[config.mk]
export PLATFORM = sky130hd
export DESIGN_NAME = bcd_to_binary16
export DESIGN_NICKNAME = d
export VERILOG_FILES = /design/src/rtl/bcd_to_binary16.sv
export SDC_FILE = /design/constraint.sdc
export NUM_CORES = 1
export LEC_CHECK = 0
export BUFFER_PORTS_ARGS = -buffer_cell sky130_fd_sc_hd__buf_2
export CORE_MARGIN = 2
export CORE_UTILIZATION = 30
export CTS_BUF_LIST = sky130_fd_sc_hd__clkbuf_8
export DETAILED_ROUTE_END_ITERATION = 8
export HOLD_SLACK_MARGIN = 0.05
export PLACE_DENSITY = 0.55
export SYNTH_ARGS = -nofsm -noshare
export SYNTH_HDL_FRONTEND = slang
export SYNTH_SLANG_ARGS = --single-unit
export TNS_END_PERCENT = 100
[constraint.sdc]
create_clock -name clk -period 4 [get_ports clk]
set_input_delay 0.4 -clock clk [delete_from_list [all_inputs] [get_ports clk]]
set_output_delay 0.4 -clock clk [all_outputs]
set_load 0.1 [all_outputs]
[src/rtl/bcd_to_binary16.sv]
// bcd_to_binary16: sequential 5-digit packed-BCD to 16-bit unsigned binary converter.
// Ports: clk/rst (async active-high); start + bcd[19:0] request; busy, one-cycle done,
//        binary[15:0], err_digit, overflow results (held until the next accepted start).
// Latency: valid data -> done 5 edges after the accepting edge; invalid digit -> done after accept.
module bcd_to_binary16 #(
    parameter int DIGITS = 5
) (
    input  logic                  clk,
    input  logic                  rst,
    input  logic                  start,
    input  logic [4*DIGITS-1:0]   bcd,
    output logic                  busy,
    output logic                  done,
    output logic [15:0]           binary,
    output logic                  err_digit,
    output logic                  overflow
);

    typedef enum logic [1:0] {
        S_IDLE = 2'd0,
        S_CONV = 2'd1,
        S_DONE = 2'd2
    } state_t;

    state_t              state_q, state_d;
    logic [4*DIGITS-1:0] sh_q, sh_d;
    logic [16:0]         acc_q, acc_d;
    logic [2:0]          cnt_q, cnt_d;
    logic                busy_q, busy_d;
    logic                done_q, done_d;
    logic [15:0]         bin_q, bin_d;
    logic                err_q, err_d;
    logic                ovf_q, ovf_d;

    logic [3:0]          digit;
    logic [16:0]         acc_nx;
    logic                bad_digit;

    // Digit selected by the counter; the counter starts at the MSD index.
    assign digit  = sh_q[{cnt_q, 2'b00} +: 4];
    // acc*10 + digit; 17 bits hold 99999 so nothing is truncated before the final check.
    assign acc_nx = (acc_q << 3) + (acc_q << 1) + {13'd0, digit};

    always_comb begin
        bad_digit = 1'b0;
        for (int i = 0; i < DIGITS; i++) begin
            if (bcd[4*i +: 4] > 4'd9) begin
                bad_digit = 1'b1;
            end
        end
    end

    always_comb begin
        state_d = state_q;
        sh_d    = sh_q;
        acc_d   = acc_q;
        cnt_d   = cnt_q;
        busy_d  = 1'b0;
        done_d  = 1'b0;
        bin_d   = bin_q;
        err_d   = err_q;
        ovf_d   = ovf_q;

        case (state_q)
            S_IDLE: begin
                if (start) begin
                    sh_d  = bcd;
                    bin_d = 16'h0000;
                    err_d = 1'b0;
                    ovf_d = 1'b0;
                    acc_d = 17'd0;
                    if (bad_digit) begin
                        // Reject immediately: no conversion cycles are spent.
                        err_d   = 1'b1;
                        done_d  = 1'b1;
                        cnt_d   = 3'd0;
                        state_d = S_DONE;
                    end else begin
                        cnt_d   = 3'(DIGITS - 1);
                        busy_d  = 1'b1;
                        state_d = S_CONV;
                    end
                end
            end
            S_CONV: begin
                acc_d = acc_nx;
                if (cnt_q == 3'd0) begin
                    // Last digit consumed: saturate anything above 16 bits.
                    done_d  = 1'b1;
                    state_d = S_DONE;
                    if (acc_nx[16]) begin
                        bin_d = 16'hFFFF;
                        ovf_d = 1'b1;
                    end else begin
                        bin_d = acc_nx[15:0];
                    end
                end else begin
                    cnt_d  = cnt_q - 3'd1;
                    busy_d = 1'b1;
                end
            end
            S_DONE: begin
                state_d = S_IDLE;
            end
            default: begin
                state_d = S_IDLE;
            end
        endcase
    end

    always_ff @(posedge clk or posedge rst) begin
        if (rst) begin
            state_q <= S_IDLE;
            sh_q    <= '0;
            acc_q   <= 17'd0;
            cnt_q   <= 3'd0;
            busy_q  <= 1'b0;
            done_q  <= 1'b0;
            bin_q   <= 16'h0000;
            err_q   <= 1'b0;
            ovf_q   <= 1'b0;
        end else begin
            state_q <= state_d;
            sh_q    <= sh_d;
            acc_q   <= acc_d;
            cnt_q   <= cnt_d;
            busy_q  <= busy_d;
            done_q  <= done_d;
            bin_q   <= bin_d;
            err_q   <= err_d;
            ovf_q   <= ovf_d;
        end
    end

    assign busy      = busy_q;
    assign done      = done_q;
    assign binary    = bin_q;
    assign err_digit = err_q;
    assign overflow  = ovf_q;

endmodule
After elaboration in Yosys (flattened, before gate mapping)
Index checks and enable logic that the tools add are counted.
{"block": "totals", "reg_bits": 61, "out_inout_bits": 20, "wordCells": 63}
{"block": "op_classes", "n_addsub": 3, "n_lt_le_gt_ge": 5, "n_eq_ne": 5, "shift": 1, "mux": 31, "reduce_logical": 9}
{"op": "16-bit two-way mux", "count": 4}
{"op": "16-bit case mux with 2 select lines", "count": 2}
{"op": "4-bit greater-than comparator (second input constant)", "count": 5}
{"op": "20-bit by 6-bit indexed part select with 4-bit output", "count": 1}
{"op": "17-bit adder", "count": 1}
{"op": "17-bit by 4-bit adder with 17-bit output", "count": 1}
{"op": "1-bit two-way mux", "count": 14}
{"op": "3-bit two-way mux", "count": 3}
{"op": "2-bit != test (second input constant)", "count": 4}
{"op": "2-bit two-way mux", "count": 3}
{"op": "1-bit case mux with 2 select lines", "count": 3}
{"op": "3-bit case mux with 2 select lines", "count": 1}
{"op": "2-bit AND reduction", "count": 3}
{"op": "3-bit AND reduction", "count": 2}
{"op": "2-bit case mux with 2 select lines", "count": 1}
{"op": "4-bit AND reduction", "count": 1}
{"op": "3-bit logical NOT", "count": 1}
{"op": "3-bit by 1-bit subtractor with 3-bit output (second input constant)", "count": 1}
{"op": "2-bit by 1-bit equality test with 1-bit output (second input constant)", "count": 1}
{"op": "2-bit logical NOT", "count": 1}
{"op": "2-bit nonzero test", "count": 1}

Depth between registers and ports, before layout
{"block": "logic_depth", "ltp_word": 9, "mapped_depth": 15, "mapped_depth_nobuf": 13}

Least setup slack after synthesis
OpenSTA, ideal clock, no wires.
{"block": "synth_path", "path_kind": "register -> register", "startpoint": "reg cnt_q[0]", "endpoint": "reg bin_q[3] (netlist: binary[3])", "setup_time_ns": 0.135, "t_arrival_ns": 3.312, "required_time_ns": 3.865, "setup_slack_ns": 0.553, "stages_incl_launch_ff": 14, "n_path_buf": 2, "synth_period_minus_slack_ns": 3.447, "cell_sequence": "dfrtp_1 buf_2 mux4_2 nor2b_1 a31oi_1 fa_1 fa_1 nor2b_2 o211ai_4 a31oi_4 o21ai_2 mux2i_2 buf_6 o211ai_1"}
{"block": "synth_between", "elab_chain_len": 5, "word_cells_on_any_way": 8, "classes_between": "add/sub (1); eq/ne (1); shift (1); mux (3); reduce/logical (2)"}
{"element": "from (decl)", "line_no": "28", "rtl": "logic [2:0] cnt_q, cnt_d;"}
{"element": "from (signal assigned)", "line_no": "126", "rtl": "cnt_q <= cnt_d;"}
{"element": "20-bit by 6-bit indexed part select with 4-bit output", "line_no": "40", "rtl": "assign digit = sh_q[{cnt_q, 2'b00} +: 4];"}
{"element": "17-bit by 4-bit adder with 17-bit output", "line_no": "42", "rtl": "assign acc_nx = (acc_q << 3) + (acc_q << 1) + {13'd0, digit};"}
{"element": "16-bit two-way mux", "line_no": "91", "rtl": "if (acc_nx[16]) begin"}
{"element": "16-bit two-way mux", "line_no": "87", "rtl": "if (cnt_q == 3'd0) begin"}
{"element": "16-bit case mux with 2 select lines", "line_no": "64", "rtl": "case (state_q)"}
{"element": "to (signal assigned)", "line_no": "129", "rtl": "bin_q <= bin_d;"}
{"element": "to (decl)", "line_no": "31", "rtl": "logic [15:0] bin_q, bin_d;"}
Several ways; a longest one is shown, not always the timed one. The select of a mux whose other input is x is not followed.
A chain may end at the register's enable or synchronous reset.

Worst setup path after layout
{"block": "layout_path", "startpoint": "reg cnt_q[0]", "endpoint": "reg bin_q[5] (netlist: binary[5])"}
Same word-level chain as after synthesis.

==> results <==
- STA puts the critical path data required time at 4220 ps.
- The tightest hold path in the finished design has a slack of 238 ps.
- The synthesized netlist devotes 16.1% of its cell area to compound gates.
- The upper clock frequency limit is 282 MHz.
- The count of nets after finishing is 473.
- Synthesis produced a netlist whose cell count is 374.
- Cells fill 35.5% of the core in the end.
- From left edge to right edge, the die measures 112 um.
- The count of unresolved DRC violations after routing is 0.
- The power consumption is 1.65 mW.
- The effective utilization at floorplan is 30.8%.
- The clock network accounts for 28.0% of the total power.
- The routed design could run at a clock period as short as 3540 ps.
- Once the clock tree was built, the resizer swapped 0 gates to a different size.
- The first TritonRoute pass finished after 4 iterations.
- Setup repair after global routing left no endpoint under its margin.
- The portion of total power attributed to sequential cells is 45.6%.
- The number of antenna violations at the first check in global routing is 0.
- The sequential element share of the synthesized area is 43.4%.
- From bottom edge to top edge, the die measures 112 um.
- For this design, the slowest cell found on the critical path is mux4_2.
- The global-route congestion overflow total is 0.
- The final clock period utilization by the worst path is 88.6%.
- The H-tree depth is 3.
- The top-level I/O count is 43.
- The switching part of the total is 35.4%.
- In the final routed layout, each cell accounts on average for 14.4 um.
- The average cell area after synthesis is 9.40 um2.
- The first global-routing pass estimated 14200 um of wire.
- The number of setup buffers added after CTS is 0.
- The buffer cell driving the clock tree root is clkbuf_8.
- The post-detailed-route count of antenna-violating nets is 0.
- Internal power comes to 1.07 mW.
- The number of input and output port buffers inserted is 42.
- STA classifies the critical path endpoint as a flop.
- The arrival time at the worst endpoint is 3760 ps.
- The maximum clock insertion buffer count is 2.
- The tree built by TritonCTS fans out to 61 sinks.
- The reported max-cap violation count is 0.
- The flow ran to the end, and the final reports show no timing, DRC or antenna violations.
- The top routing layer in use is met4.
- The path type of the worst setup path is flop to flop.
- The xor-xnor portion of the synthesized cell area is 3.49%.
- By area the synthesized netlist is led by dfrtp_1 (43%), ha_1 (11%), nand2_1 (9.6%).
- Dividing total power by cell area gives a power density of 408 nW/um2.
- The critical path goes through mux4_2 -> nor2b_1 -> a31oi_1 -> fa_1 -> fa_1 -> nor2b_2 -> o211ai_4 -> a31oi_4 -> o21ai_2 -> mux2i_2 -> buf_4 -> o211ai_1.
- The number of synthesized register bits is 61.
- Buffers inserted during clock tree synthesis total 9.
- The biggest cell delay along the critical path is 480 ps.
- For this block, the initial DRC count from the detailed router was 154.
- In the routed layout, each cell is associated on average with a via count of 4.97.
- The met1 routed wirelength after detailed routing is 3780 um.
- The final estimated routing congestion in global placement is 0.808.
- The hold-fix buffer count after cts is 0.
- The transition time at the pin with the least slew margin is 774 ps.
- The worst-path maximum fanout is 10.
- Between clock sinks in the finished design, the worst skew comes to 4.22 ps.
- The die covers 12600 um2.
- The number of pins exceeding their max-slew limit in the final report is 0.
- The net count after synthesis is 429.
- Of the cells placed in the final design, the portion with a size suffix greater than 1 is 19.0%.
- Summed over all nets, the switching power comes to 0.585 mW.
- Counting instances in the post-synthesis netlist gives the leading cell types as nand2_1 (90), dfrtp_1 (61), ha_1 (30).
- The global router's overall resource usage is 14.0%.
- The mux cell area share after synthesis is 2.95%.
- The pin count of the biggest net entering global routing is 62.
- The synthesized design contains 0 enable-type register cells.
- The worst setup path is launched from a flop.
- The fraction of the mapped netlist area in simple logic gates is 18.5%.
- The number of endpoints failing setup at the final stage is 0.
- The final count of hold timing violations is 0.
- The CTS tree is yes.
- The core area is 11400 um2.
- Among the stages of the critical path, the cell type that occurs most often is fa_1.
- The worst-case IR drop observed on VDD is 0.239 mV.
- The number of global-route vias before repair is 2820.
- The pre-CTS worst setup slack is 457 ps.
- Of the total power, combinational logic draws 26.3%.
- The synthesized netlist occupies a cell area of 3510 um2.
- The CTS clock-pin slew for the worst setup and hold paths is 60 ps.
- After legalization and detailed placement, the total HPWL measured 6000 um.
- The row count is 39.
- At the later pin of the worst-skew pair, clock insertion delay measures 350 ps.
- The async set or reset register ratio after synthesis is 100%.
- The worst pin sits at a relative slew slack of 48.4%.
- The commonest register cell after synthesis is dfrtp_1.
- The most frequent cell after synthesis is nand2_1.
- In this run the static leakage power is 2.02 nW.
- The number of library cell types mapped by synthesis is 49.
- The count of synthesis-stage warnings from yosys is 0.
- In the post-route analysis, the smallest setup slack over all paths is 457 ps.
- Summing the areas of all fa, ha and maj instances in the mapped netlist gives 11.8% of the synthesized area.
- The combinational family with the most area after synthesis is simple AND/OR/NAND/NOR gates.
- Detailed routing placed a total of 371 um of wire on met3.
- The wire length after detailed routing is 8160 um.
- The routed layout has 2806 vias.
- Wire segments on met2 add up to 3880 um in the final route.
- The worst register-to-register path has a setup slack of 460 ps.
- 0 antenna diodes ended up in the layout.
- The cell type with the largest total area after synthesis is dfrtp_1.
- The area share of the leading cell type in the synthesized netlist is 43.4%.
- Relative to the synthesized area, the layout overhead comes to 15.4%.
- The final-layout setup total negative slack is 0 ps.
- The min-delay analysis places its worst path in the category input pin to flop.
-- cells by family (layout without fill, tap and decap cells) --
family          Yosys count  count (layout)
mux                       5               5
fa+ha+maj                32              32
flops                    61              61
xor+xnor                 14              14
compound gates           82              82
simple gates            148             148
buf+inv                  32              80
-- per-layer routing --
| layer | up-vias | GRT usage (%) |
|---|---|---|
| li1 | 1391 | - |
| met1 | 1348 | 18.2 |
| met2 | 55 | 23.0 |
| met3 | 12 | 4.10 |
| met4 | 0 | 3.90 |
| met5 | - | 0 |
-- critical path: cells and delay by family, from the launching register on --
family                   cells  cell delay [ps]
AO/OA/AOI/OAI                5              760
adder cells (fa/ha/maj)      2              960
buffers and inverters        1              240
flip-flops                   1              360
multiplexers                 2              750
AND/OR/NAND/NOR              2              330
-- layout by cell type, fill, tap and decap left out, types with 5 or more instances in the layout --
cell and n:
buf_4 8, dfrtp_1 61, nor2_1 12, nand2_1 90, buf_2 42, o21ai_0 28
xnor2_1 9, a21oi_1 12, ha_1 30, nand3_1 28, clkbuf_8 10, inv_1 17
xor2_1 5, a31oi_1 6, o211ai_1 9
-- flip-flops by register name (all words and copies together) (netlist names) --
name       flops
binary        16
overflow       1
acc_q         16
err_digit      1
sh_q          20
cnt_q          3
state_q        2
busy           1
done           1
-- worst paths after layout --
check | from | end | cells past startpoint
min in group asynchronous | rst | sh_q[10] | 3
max in group asynchronous | rst | acc_q[14] | 3
worst min register to register | sh_q[11] | sh_q[11] | 2
worst min-delay path | bcd[8] | sh_q[8] | 3
worst max-delay path | cnt_q[0] | binary[5] | 12
worst max register to register | cnt_q[0] | binary[5] | 12
-- power groups by stage --
stage | logic, mW | registers (mW) | clock network, mW
finish | 0.436 | 0.755 | 0.464
floorplan | 0.258 | 0.828 | 0
global route | 0.490 | 0.767 | 0.509
CTS | 0.447 | 0.756 | 0.484
detailed placement | 0.444 | 0.767 | 0
global placement | 0.438 | 0.763 | 0
-- layout make-up --
cell class / instances / area [um2]
tap: 143 / 179
timing repair buffer: 50 / 270
inverter: 15 / 56.3
fill: 1228 / 7360
sequential: 61 / 1530
multi-input combinational: 281 / 1860
clock buffer: 10 / 138
clock inverter: 5 / 21.3
-- per-stage QoR --
| stage | cells | cell area (um2) |
|---|---|---|
| 2_1_floorplan | 374 | 3510 |
| 3_3_place_gp | 550 | 3900 |
| 3_5_place_dp | 550 | 3900 |
| 4_1_cts | 565 | 4060 |
| 5_1_grt | 565 | 4060 |
| 6_report | 565 | 4060 |
Power figures use the tool's default switching activity.
